## src/rtl/wb_arbiter_pkg.sv

```systemverilog
// Shared definitions for the two-master Wishbone arbiter.
package wb_arbiter_pkg;

    // Arbiter FSM states
    typedef enum logic [1:0] {
        ST_IDLE  = 2'd0,
        ST_GNT_D = 2'd1,
        ST_GNT_I = 2'd2,
        ST_ERR   = 2'd3
    } arb_state_e;

    // All byte lanes enabled
    localparam logic [3:0] WB_SEL_ALL = 4'b1111;

endpackage

```

## src/rtl/wb_arbiter.sv

```systemverilog
// Two-master (data / instruction) Wishbone arbiter onto a single slave.
// Data master has priority; the instruction master is forced through after
// STARVE_LIMIT consecutive data grants taken while it was waiting. A grant
// that sees no slave ack for TIMEOUT_CYCLES cycles is aborted with a
// one-cycle err pulse to the owning master.
module wb_arbiter
    import wb_arbiter_pkg::*;
#(
    parameter int TIMEOUT_CYCLES = 255,
    parameter int STARVE_LIMIT   = 4
) (
    input  logic        clk,
    input  logic        rst,

    input  logic [31:0] d_addr_i,
    input  logic [31:0] d_data_i,
    input  logic        d_we_i,
    input  logic [3:0]  d_sel_i,
    input  logic        d_stb_i,
    input  logic        d_cyc_i,
    output logic [31:0] d_data_o,
    output logic        d_ack_o,
    output logic        d_err_o,

    input  logic [31:0] i_addr_i,
    input  logic [31:0] i_data_i,
    input  logic        i_we_i,
    input  logic [3:0]  i_sel_i,
    input  logic        i_stb_i,
    input  logic        i_cyc_i,
    output logic [31:0] i_data_o,
    output logic        i_ack_o,
    output logic        i_err_o,

    output logic [31:0] s_addr_o,
    output logic [31:0] s_data_o,
    output logic        s_we_o,
    output logic [3:0]  s_sel_o,
    output logic        s_stb_o,
    output logic        s_cyc_o,
    input  logic [31:0] s_data_i,
    input  logic        s_ack_i
);

    // Counter widths hold their terminal values without wrapping
    localparam int TO_W = (TIMEOUT_CYCLES < 1) ? 1 : $clog2(TIMEOUT_CYCLES + 1);
    localparam int SV_W = (STARVE_LIMIT < 1)   ? 1 : $clog2(STARVE_LIMIT + 1);
    localparam logic [TO_W-1:0] TO_LAST = TO_W'(TIMEOUT_CYCLES - 1);
    localparam logic [SV_W-1:0] SV_MAX  = SV_W'(STARVE_LIMIT);

    arb_state_e      state_q, state_d;
    logic [SV_W-1:0] starve_q, starve_d;
    logic [TO_W-1:0] to_q, to_d;
    logic            err_i_q, err_i_d;   // ERR belongs to the instruction master

    logic d_req, i_req, own_cyc;

    assign d_req = d_cyc_i & d_stb_i;
    assign i_req = i_cyc_i & i_stb_i;

    // State and counter registers
    always_ff @(posedge clk or negedge rst) begin
        if (!rst) begin
            state_q  <= ST_IDLE;
            starve_q <= '0;
            to_q     <= '0;
            err_i_q  <= 1'b0;
        end else begin
            state_q  <= state_d;
            starve_q <= starve_d;
            to_q     <= to_d;
            err_i_q  <= err_i_d;
        end
    end

    // Arbitration, timeout and starvation bookkeeping
    always_comb begin
        state_d  = state_q;
        starve_d = starve_q;
        to_d     = to_q;
        err_i_d  = err_i_q;
        own_cyc  = (state_q == ST_GNT_I) ? i_cyc_i : d_cyc_i;
        case (state_q)
            ST_IDLE: begin
                to_d = '0;
                if (d_req && i_req && (starve_q == SV_MAX)) begin
                    state_d  = ST_GNT_I;
                    starve_d = '0;
                end else if (d_req) begin
                    state_d = ST_GNT_D;
                    if (i_req && (starve_q != SV_MAX))
                        starve_d = starve_q + SV_W'(1);
                end else if (i_req) begin
                    state_d  = ST_GNT_I;
                    starve_d = '0;
                end
            end
            ST_GNT_D, ST_GNT_I: begin
                // Master abandoning the cycle beats any late ack; ack beats timeout
                if (!own_cyc || s_ack_i) begin
                    state_d = ST_IDLE;
                    to_d    = '0;
                end else if (to_q == TO_LAST) begin
                    state_d = ST_ERR;
                    to_d    = '0;
                    err_i_d = (state_q == ST_GNT_I);
                end else begin
                    to_d = to_q + TO_W'(1);
                end
            end
            ST_ERR: begin
                state_d = ST_IDLE;
            end
            default: state_d = ST_IDLE;
        endcase
    end

    // Slave-side mux: follows the granted master, quiet otherwise
    always_comb begin
        s_addr_o = '0;
        s_data_o = '0;
        s_we_o   = 1'b0;
        s_sel_o  = '0;
        s_stb_o  = 1'b0;
        s_cyc_o  = 1'b0;
        case (state_q)
            ST_GNT_D: begin
                s_addr_o = d_addr_i;
                s_data_o = d_data_i;
                s_we_o   = d_we_i;
                s_sel_o  = d_sel_i;
                s_stb_o  = d_stb_i;
                s_cyc_o  = d_cyc_i;
            end
            ST_GNT_I: begin
                s_addr_o = i_addr_i;
                s_data_o = i_data_i;
                s_we_o   = i_we_i;
                s_sel_o  = i_sel_i;
                s_stb_o  = i_stb_i;
                s_cyc_o  = i_cyc_i;
            end
            default: ;
        endcase
    end

    assign d_data_o = s_data_i;
    assign i_data_o = s_data_i;
    assign d_ack_o  = (state_q == ST_GNT_D) & s_ack_i;
    assign i_ack_o  = (state_q == ST_GNT_I) & s_ack_i;
    assign d_err_o  = (state_q == ST_ERR) & ~err_i_q;
    assign i_err_o  = (state_q == ST_ERR) &  err_i_q;

endmodule

```

## config.mk

```make
export PLATFORM = sky130hd
export DESIGN_NAME = wb_arbiter
export DESIGN_NICKNAME = d
export VERILOG_FILES = /design/src/rtl/wb_arbiter_pkg.sv /design/src/rtl/wb_arbiter.sv
export SDC_FILE = /design/constraint.sdc
export NUM_CORES = 1
export LEC_CHECK = 0
export ABC_AREA = 1
export BUFFER_PORTS_ARGS = -buffer_cell sky130_fd_sc_hd__buf_4
export CELL_PAD_IN_SITES_DETAIL_PLACEMENT = 1
export CELL_PAD_IN_SITES_GLOBAL_PLACEMENT = 1
export CORE_MARGIN = 8
export CORE_UTILIZATION = 18
export CTS_CLUSTER_DIAMETER = 120
export DETAILED_ROUTE_END_ITERATION = 7
export PLACE_DENSITY = 0.8
export SLEW_MARGIN = 20
export SYNTH_ARGS = -nofsm -noshare
export SYNTH_HDL_FRONTEND = slang
export SYNTH_SLANG_ARGS = --single-unit
export TNS_END_PERCENT = 100
```

## constraint.sdc

```tcl
create_clock -name clk -period 1.6 [get_ports clk]
set_input_delay 0.08 -clock clk [delete_from_list [all_inputs] [get_ports clk]]
set_output_delay 0.08 -clock clk [all_outputs]
set_load 0.05 [all_outputs]
```

# --- Word-level counts from Yosys, hierarchy flattened ---
# Index checks and enable logic that the tools add are counted.
word_totals:
  reg_bits: 14
  inputBits: 177
  output_inout_bits: 139
  word_cells: 55
op_classes:
  addsub: 2
  eq_ne: 9
  muxes: 20
  n_bitwise: 8
  n_reduce_logical: 12
op_table:
  columns: ["operator", "count"]
  rows:
  - ["case mux 32 bit (2 select lines)", 2]
  - ["two-way mux 8 bit", 2]
  - ["case mux 8 bit (2 select lines)", 1]
  - ["two-way mux 3 bit", 4]
  - ["two-way mux 2 bit", 5]
  - ["adder 8 x 1 -> 8 bit, second input constant", 1]
  - ["equality test 8 bit, second input constant", 1]
  - ["case mux 4 bit (2 select lines)", 1]
  - ["AND 1 bit", 6]
  - ["!= test 3 bit, second input constant", 2]
  - ["case mux 1 bit (2 select lines)", 3]
  - ["case mux 2 bit (3 select lines)", 1]
  - ["AND reduction 3 bit", 2]
  - ["equality test 2 bit, second input constant", 2]
  - ["!= test 4 bit, second input constant", 1]
  - ["adder 3 x 1 -> 3 bit, second input constant", 1]
  - ["equality test 3 bit, second input constant", 1]
  - ["logical AND 1 bit", 3]
  - ["!= test 3 x 1 -> 1 bit, second input constant", 1]
  - ["nonzero test 3 bit", 1]
  - ["equality test 2 x 1 -> 1 bit, second input constant", 1]
  - ["logical NOT 2 bit", 1]
  - ["inverter 1 bit", 2]
  - ["AND reduction 2 bit", 1]
  - ["other kinds (5)", 5]

# --- Depth between registers and ports, before layout ---
depth:
  word_depth: 6
  depth_mapped: 10
  mapped_depth_nobuf: 10

# --- Worst setup path after synthesis ---
# OpenSTA, ideal clock, no wires.
synth_timing:
  path_kind: "register to output"
  startpoint: "register state_q[0]"
  endpoint: "output s_addr_o[0]"
  arrival_time_ns: 1.787
  required_time_ns: 1.520
  path_slack_ns: -0.267
  stages_incl_launch_ff: 7
  path_buffers: 2
  path_cell_list: "dfrtp_1 -> inv_1 -> ha_1 -> buf_4 -> buf_2 -> nand2_1 -> a21oi_1"
synth_via:
  elab_chain_cells: 2
  word_cells_on_any_way: 3
  classes_between: "eq/ne: 2; mux: 1"
synth_lines:
  columns: ["item", "line_no", "text"]
  rows:
  - ["from (decl)", "wb_arbiter.sv:51", "arb_state_e state_q, state_d;"]
  - ["from (signal assigned)", "wb_arbiter.sv:69", "state_q <= state_d;"]
  - ["equality test 2 bit or equality test 2 x 1 -> 1 bit (tied branches)", "wb_arbiter.sv:126", "case (state_q)"]
  - ["case mux 32 bit (2 select lines) (*)", "wb_arbiter.sv:126", null]
  - ["to (decl)", "wb_arbiter.sv:35", "output logic [31:0] s_addr_o,"]
# Every way passes the cells marked *; elsewhere a longest branch is shown, timed or not.

# --- Worst setup path in the final report ---
layout_timing:
  startpoint: "register state_q[0]"
  endpoint: "output s_addr_o[3]"
# Same word-level chain as after synthesis.

==> flow_summary_export.csv <==
group,metric,value,unit
grt,grt_pass1_wl,20900,µm
floorplanning,dieArea,17200,µm²
hold_path,hp-class,"in2out",
placement,gp_congestion,0.811,
worst_setup_path,path_class,"reg2out",
detailed_routing,vias_per_cell,4.33,
detailed_routing,via_count,3400,
grt,track_usage,0.151,
yosys,synthesis.area,2380,µm²
clock_tree,cts_sinks,14,
power_and_ir_drop,p_switching,0.00625,W
detailed_routing,drtIter0Drc,83,
worst_setup_path,critPathMaxFanout,11,
detailed_routing,dr.pass1.iters,4,
detailed_routing,wl_per_cell,19.1,µm
yosys,yosysWarnings,0,
grt,grt_pass1_vias,3512,
yosys,netlist_instances,421,
sta,drv_slew,0,
yosys,syn-mean-instance-area,5.66,µm²
placement,dp_hpwl,11200,µm
power_and_ir_drop,finalPower,0.0114,W
clock_tree,clk_pin_slew,50,ps
detailed_routing,wirelength,15000,µm
sta,min_period_over_period,1.10,
grt,antenna_found_initial,0,
sta,setup_ws,-155,ps
worst_setup_path,critical-path-top-delay-family,"buffers and inverters",
sta,worst_pin_slew,244,ps
worst_setup_path,arrival,1680,ps
sta,slew_headroom,0.837,
worst_setup_path,r2r-start,"state_q[1]",
sta,fin_crit,1760,ps
cells_and_area,final_util,0.403,
power_and_ir_drop,p_int,0.00514,W
detailed_routing,drtAntennaViolNets,0,
worst_setup_path,endpoint_kind,"output port",
yosys,post_synth_xor_area_fraction,0.00735,
clock_tree,cts_tree,"done",
outcome,violations,"negative setup slack",
clock_tree,clock_path_buffers,2,
cells_and_area,area_delta_synth_final,121,%
sta,setup_viol,82,
power_and_ir_drop,clkPwrFrac,0.047,
clock_tree,cts_made_buffers,3,
clock_tree,htreeDepth,1,
yosys,ys_ff_latch,14,
floorplanning,rows,42,
sta,hold_viol,0,
worst_setup_path,start_kind,"flop",
sta,fin_skew,1.94,ps
outcome,outcome,"complete, but fails checks",
worst_setup_path,required,1520,ps
clock_tree,clock_latency,250,ps
floorplanning,die_h,131,µm
sta,grt_setup_unrepaired,"yes",
worst_setup_path,crit_top_cell,"buf_6",
floorplanning,initial_core_util,0.182,
grt,grt_overflow,0,
power_and_ir_drop,p_per_area,2160,nW/µm²
clock_tree,cts_root_buf,"clkbuf_16",
cells_and_area,diodes,0,
worst_setup_path,critPathSlowestCell,"dfrtp_1",
placement,port_buffers,219,
power_and_ir_drop,ir_drop,0.948,mV
placement,preCtsSetupSlack,-59.2,ps
yosys,syn-num-nets,607,
yosys,synthAdderAreaFrac,0.0472,
yosys,ys_types,20,
yosys,synth_compound_area_frac,0.181,
floorplanning,ios,316,
worst_setup_path,critPathBufInv,4,
sta,fmax,570,MHz
hold_path,min_from,"s_data_i[12]",
worst_setup_path,path_cells,"inv_2 > ha_4 > buf_6 > clkbuf_16 > nand2_2 > a21oi_2 > buf_6",
worst_setup_path,cp-startpoint,"state_q[0]",
yosys,synth_mux_area_frac,0,
grt,grt_max_degree,23,
yosys,yosys.area_share.simple,0.336,
floorplanning,core,13100,µm²
flow_run,maxCapViolations,0,
cells_and_area,drive_above_1_share,0.656,
floorplanning,die_w,131,µm
yosys,synth_top_family_by_area,"simple AND/OR/NAND/NOR gates",
power_and_ir_drop,p_sw_frac,0.549,
power_and_ir_drop,combPwrFrac,0.912,
yosys,yosysSeqAreaShare,0.147,
detailed_routing,drc,0,
cells_and_area,layout.nets,797,
power_and_ir_drop,seq_power_share,0.041,
worst_setup_path,cpPeakStageDelay,380,ps
power_and_ir_drop,power.leakage,2.38,nW
-- state kept, by name, indices dropped and copies added (netlist names) --
name and flops:
to_q 8, starve_q 3, state_q 2, err_i_q 1
-- cells by family after synthesis --
| logic type | count (synthesis) |
|---|---|
| simple gates | 204 |
| buf+inv | 109 |
| flops | 14 |
| compound gates | 83 |
| xor+xnor | 2 |
| fa+ha+maj | 9 |
-- layout by cell type (no fill, tap or decap), drive strengths merged --
master / n
a21o: 1
a21oi: 77
buf: 264
bufbuf: 2
clkbuf: 9
dfrtp: 14
dlygate4sd3: 1
ha: 9
inv: 22
nand2: 178
nand3: 8
nand4: 3
nor2: 15
o21ai: 3
o22ai: 2
xor2: 2
-- cell usage after synthesis --
cell | number | share of area
o22ai_1 | 2 | 0.0052
clkbuf_1 | 7 | 0.011
a21o_1 | 1 | 0.0031
nand4_1 | 3 | 0.0079
inv_2 | 3 | 0.0047
a21oi_4 | 1 | 0.0068
buf_4 | 65 | 0.20
buf_2 | 15 | 0.031
o21ai_0 | 1 | 0.0021
xor2_1 | 2 | 0.0073
a21oi_1 | 76 | 0.16
dfrtp_1 | 14 | 0.15
nor2_2 | 4 | 0.010
o21ai_1 | 2 | 0.0042
nor2_1 | 11 | 0.017
inv_1 | 19 | 0.030
nand3_1 | 8 | 0.017
ha_1 | 9 | 0.047
nand2_1 | 175 | 0.28
nand2_2 | 3 | 0.0079
-- worst paths after layout --
kind | to | depth (start not counted) | slack (ps)
min reg2reg | to_q[1] | 2 | 570
min in group asynchronous | to_q[6] | 2 | 230
min | d_data_o[12] | 0 | 160
max | s_addr_o[3] | 7 | -160
max reg2reg | to_q[7] | 11 | -90
max in group asynchronous | to_q[3] | 2 | 1200
-- stage by stage --
stage	setup TNS [ps]	hold WS, ps	instances	cell area (µm²)
3_5_place_dp	-216	-55.2	758	4010
4_1_cts	-6890	160	773	4730
6_report	-8300	160	786	5280
5_1_grt	-14630	160	786	5280
3_3_place_gp	0	-57.1	758	4010
2_1_floorplan	-17180	-216	421	2410
-- timing repair --
action,CTS,global route
cloned,3,5
buffers inserted,7,8
endpoints found under the hold margin,14,0
hold buffers,1,0
endpoints found under the setup margin,73,81
gates resized for setup,125,98
pin swaps,11,18
-- power groups by stage --
stage                     Sequential (W)  Clock, W  Combinational [W]
after floorplan                 0.000466         0            0.00488
after detailed placement        0.000471         0            0.00731
after global routing            0.000473  0.000569             0.0109
after global placement          0.000465         0            0.00728
final                           0.000462  0.000534             0.0104
after CTS                       0.000463  0.000549            0.00914
-- metal layers --
metal / track usage / vias up / wire length, µm
li1: - / 1647 / -
met1: 0.163 / 1572 / 5610
met5: 0 / - / 0
met2: 0.291 / 171 / 8120
met4: 0.00968 / 0 / 89
met3: 0.0469 / 10 / 1220
-- area by class of cell --
type                            count  area [µm²]
Timing Repair Buffer              272        2680
Tap cell                          176         220
Fill cell                        1578        7810
Multi-Input combinational cell    298        1850
Clock buffer                        4        88.8
Sequential cell                    14         350
Inverter                           22        87.6
(Power assumes the default switching activity.)
